**config.mk**
```make
export PLATFORM = sky130hd
export DESIGN_NAME = hack_alu_issuer
export DESIGN_NICKNAME = d
export VERILOG_FILES = /design/src/rtl/hack_alu_issuer.sv
export SDC_FILE = /design/constraint.sdc
export NUM_CORES = 1
export LEC_CHECK = 0
export CAP_MARGIN = 40
export CORE_MARGIN = 5
export CORE_UTILIZATION = 38
export DETAILED_ROUTE_END_ITERATION = 10
export PLACE_DENSITY = 0.83
export SLEW_MARGIN = 40
export SYNTH_ARGS = -nofsm -noshare
export SYNTH_HDL_FRONTEND = slang
export SYNTH_SLANG_ARGS = --single-unit
```
**constraint.sdc**
```tcl
create_clock -name clk -period 1.2 [get_ports clk]
set_input_delay 0.18 -clock clk [delete_from_list [all_inputs] [get_ports clk]]
set_output_delay 0.18 -clock clk [all_outputs]
set_load 0.1 [all_outputs]
```
**src/rtl/hack_alu_issuer.sv**
```systemverilog
// Sequential front end for the combinational Hack ALU: accepts one request,
// drives the ALU from registers for a cycle, then holds the result for the consumer.
module hack_alu_issuer #(
    parameter int WIDTH = 16,
    parameter int CNT_W = 16
) (
    input  logic             clk,
    input  logic             rst_n,
    input  logic             req_valid,
    output logic             req_ready,
    input  logic [WIDTH-1:0] req_x,
    input  logic [WIDTH-1:0] req_y,
    input  logic [5:0]       req_comp,
    input  logic [2:0]       req_jump,
    output logic [WIDTH-1:0] alu_x,
    output logic [WIDTH-1:0] alu_y,
    output logic             alu_zx,
    output logic             alu_nx,
    output logic             alu_zy,
    output logic             alu_ny,
    output logic             alu_f,
    output logic             alu_no,
    input  logic [WIDTH-1:0] alu_out,
    input  logic             alu_zr,
    input  logic             alu_ng,
    output logic             rsp_valid,
    input  logic             rsp_ready,
    output logic [WIDTH-1:0] rsp_out,
    output logic             rsp_zr,
    output logic             rsp_ng,
    output logic             rsp_jump,
    output logic [CNT_W-1:0] op_count,
    output logic             flag_mismatch
);

    localparam logic [1:0] IDLE = 2'd0;
    localparam logic [1:0] EXEC = 2'd1;
    localparam logic [1:0] HOLD = 2'd2;

    logic [1:0] state;
    logic [2:0] jump_q;
    logic       jump_taken;
    logic       status_bad;

    assign req_ready = (state == IDLE);

    // jump_q is {j_lt, j_eq, j_gt}; "greater" means neither negative nor zero
    assign jump_taken = (jump_q[2] & alu_ng) | (jump_q[1] & alu_zr) |
                        (jump_q[0] & ~alu_ng & ~alu_zr);
    assign status_bad = (alu_zr != (alu_out == '0)) || (alu_ng != alu_out[WIDTH-1]);

    always_ff @(posedge clk or negedge rst_n) begin
        if (!rst_n) begin
            state         <= IDLE;
            jump_q        <= '0;
            alu_x         <= '0;
            alu_y         <= '0;
            alu_zx        <= 1'b0;
            alu_nx        <= 1'b0;
            alu_zy        <= 1'b0;
            alu_ny        <= 1'b0;
            alu_f         <= 1'b0;
            alu_no        <= 1'b0;
            rsp_valid     <= 1'b0;
            rsp_out       <= '0;
            rsp_zr        <= 1'b0;
            rsp_ng        <= 1'b0;
            rsp_jump      <= 1'b0;
            op_count      <= '0;
            flag_mismatch <= 1'b0;
        end else begin
            case (state)
                IDLE: begin
                    if (req_valid) begin
                        alu_x  <= req_x;
                        alu_y  <= req_y;
                        {alu_zx, alu_nx, alu_zy, alu_ny, alu_f, alu_no} <= req_comp;
                        jump_q <= req_jump;
                        state  <= EXEC;
                    end
                end
                EXEC: begin
                    rsp_out   <= alu_out;
                    rsp_zr    <= alu_zr;
                    rsp_ng    <= alu_ng;
                    rsp_jump  <= jump_taken;
                    rsp_valid <= 1'b1;
                    // Sticky: the response is still delivered with whatever the ALU reported
                    if (status_bad)
                        flag_mismatch <= 1'b1;
                    state <= HOLD;
                end
                HOLD: begin
                    if (rsp_ready) begin
                        rsp_valid <= 1'b0;
                        op_count  <= op_count + 1'b1;
                        state     <= IDLE;
                    end
                end
                default: state <= IDLE;
            endcase
        end
    end

endmodule

```
==> flow_summary.toml <==
[clocking]
cts_buffers = 9
h-tree-depth = 3
clockBufferDepth = 2
cts_tree = "built"
clock-sinks = 80
clkTransAtPathRegs_ps = 90
clock_latency_ps = 340
cts-root-buf = "clkbuf_8"

[status]
violations = "negative setup slack"
status = "complete, but fails checks"

[placed_design]
placed_area_sq_mm = 0.00570
portBuffers = 138
routabilityCongestion = 0.793
post-dp-hpwl_microns = 6920
post-place-ws_ps = -532

[global_routing]
track_usage_pct = 19.6
grt_pass1_vias = 3000
grt_max_degree = 36
overflow = 0
grt_pass1_wl_microns = 15300
antenna_found_initial = 0

[die]
fp.dieH_microns = 101
die_w_microns = 101
ios = 139
design.core.area_sq_mm = 0.00813
rows = 33
initial_core_util_pct = 38.7
die_area_sq_mm = 0.0102

[route]
vias_per_cell = 4.94
first_pass_iters = 5
drc_errors = 0
wl_microns = 10400
via_count = 2702
wire_per_inst_microns = 19.0
first_iter_violations = 46
detail-route-antenna-nets = 0

[critical_path]
r2r-start = "op_count[4]"
cp.arrival_ps = 1690
r2r_end = "op_count[13]"
r2r_cells = 5
cp_max_fo = 4
crit_type = "reg2reg"
critPathRequiredTime_ps = 1450
rrSetupSlack_ps = -240
crit_slowest_cell = "dfrtp_4"
cp-start-kind = "register"
cpMostUsedCell = "nand4_1"
crit_start = "op_count[4]"
critPathMaxStageDelay_ps = 460
worstSetupEndpointType = "register"
crit_chain = "nand4_1, nor3_4, buf_6, nand4_1, xnor2_1"

[run]
maxCapViolations = 0

[finish]
layout-drive-gt1-share_pct = 54.3
design_area_sq_mm = 0.00651
n_fill_cell = 435
final_cell_mix = "buf_12 (80), clkdlybuf4s50_1 (59), dfrtp_1 (58)"
multi_input_area_sq_mm = 0.00142
final_common_cell = "buf_12"
area_growth_pct = 107
nets = 501
antenna_cells = 0
seq_area_sq_mm = 0.00205

[logic_synthesis]
async_reset_ff_share_pct = 100
synth_seq_area_share_pct = 63.5
synthTopCellsByArea = "dfrtp_1 (64%), mux2_1 (15%), nand2_1 (6.7%)"
synth_cell_types = 30
synth_edf_count = 0
synthCells = 244
yosysTopAreaCell = "dfrtp_1"
synth_nets = 308
synth_seq_cells = 80
synth.avg_cell_area_sq_um = 12.9
synth_top_area_share_pct = 63.5
syn_area_sq_mm = 0.00315
yosysWarnings = 0
synth_flop_cell = "dfrtp_1"

[sta]
rsz0062_at_grt = "yes"
report.final.slew_viol_count = 0
fmax_mhz = 696
hold_viol = 0
setup_tns_ps = -12090
tightest_slew_ps = 324
clock_skew_ps = 13.1
setup_viol_count_final = 88
fin_crit_sh_pct = 120
fin_crit_ps = 1440
slew_headroom_pct = 78.2
fin_ws_ps = -237

[hold_path]
hold_class = "in2reg"
whs_endpoint = "rsp_out[13]"
min_from = "alu_out[13]"
whs_path_depth = 3
[worst max path at each step]
stage               endpoint  slack, ps  cells after the start
2_1_floorplan          alu_f       -650                      5
3_5_place_dp   flag_mismatch       -530                      5
3_3_place_gp   flag_mismatch       -560                      5
4_1_cts            alu_x[11]       -210                      4
5_1_grt         op_count[13]       -280                      5
6_report        op_count[13]       -240                      5
[sequential cells by signal, summed over array words and instances (netlist names)]
signal,flops
alu_x,16
alu_y,16
op_count,16
rsp_out,16
jump_q,3
state,2
alu_f,1
alu_no,1
alu_nx,1
alu_ny,1
alu_zx,1
alu_zy,1
flag_mismatch,1
rsp_jump,1
rsp_ng,1
rsp_valid,1
rsp_zr,1
[routing by layer]
layer	vias to the layer above	share of wire (%)	global-route usage, %
met3	22	7.1	7.34
met1	1357	35	20.3
li1	1215	-	-
met2	108	56	35.4
met5	-	0	0
met4	0	2.5	7.46
[stage by stage]
| stage | util, % | hold slack (ps) | cells |
|---|---|---|---|
| 2_1_floorplan | - | -116 | 244 |
| 3_3_place_gp | 70.1 | 91.7 | 508 |
| 3_5_place_dp | 70.1 | 93.7 | 508 |
| 4_1_cts | 76.0 | 266 | 539 |
| 5_1_grt | 80.0 | 151 | 547 |
| 6_report | 80.0 | 125 | 547 |
[logic make-up (layout without fill, tap and decap cells)]
kind of cell / count (synthesis) / after routing / synth area share (%)
and+or+nand+nor: 90 / 90 / 13.2
DFF: 80 / 80 / 63.5
muxes: 42 / 42 / 15.0
xor gates and xnor gates: 15 / 15 / 4.17
buffers and inverters: 9 / 207 / 2.10
AOI/OAI and AO/OA: 7 / 7 / 1.59
adders and majority gates: 1 / 1 / 0.397
[cell type report]
class | count | share of cell area, %
clock inverters | 6 | 0.923
multi-input cells | 155 | 21.7
repair buffers | 191 | 41.8
flip-flops and latches | 80 | 31.5
clock buffers | 10 | 1.96
well taps | 105 | 2.02
[synth_stat cells, types with 2 or more instances]
cell type / instances
dfrtp_1: 80
nand2_1: 56
mux2_1: 41
xnor2_1: 11
nand3_1: 5
nand4_1: 5
buf_6: 4
nand2b_1: 4
nor2_1: 4
nor4_1: 4
xor2_1: 4
and3_1: 3
clkbuf_1: 3
and2_1: 2
buf_2: 2
o21ai_0: 2
[critical path: cells and delay by family, from the launching register on]
family        cells  cell delay [ps]
simple gates      3              520
xor+xnor          1              220
flops             1              460
buf+inv           1              150
[timing repair]
item,CTS,global route
buffers inserted,11,9
hold buffers,1,0
gates resized for setup,42,79
endpoints found under the hold margin,18,0
pin swaps,7,46
gates cloned,3,1
setup endpoints to repair,85,89
Power is not shown: default switching activity piles up to over one toggle a cycle in this logic, so the estimate is an artifact.
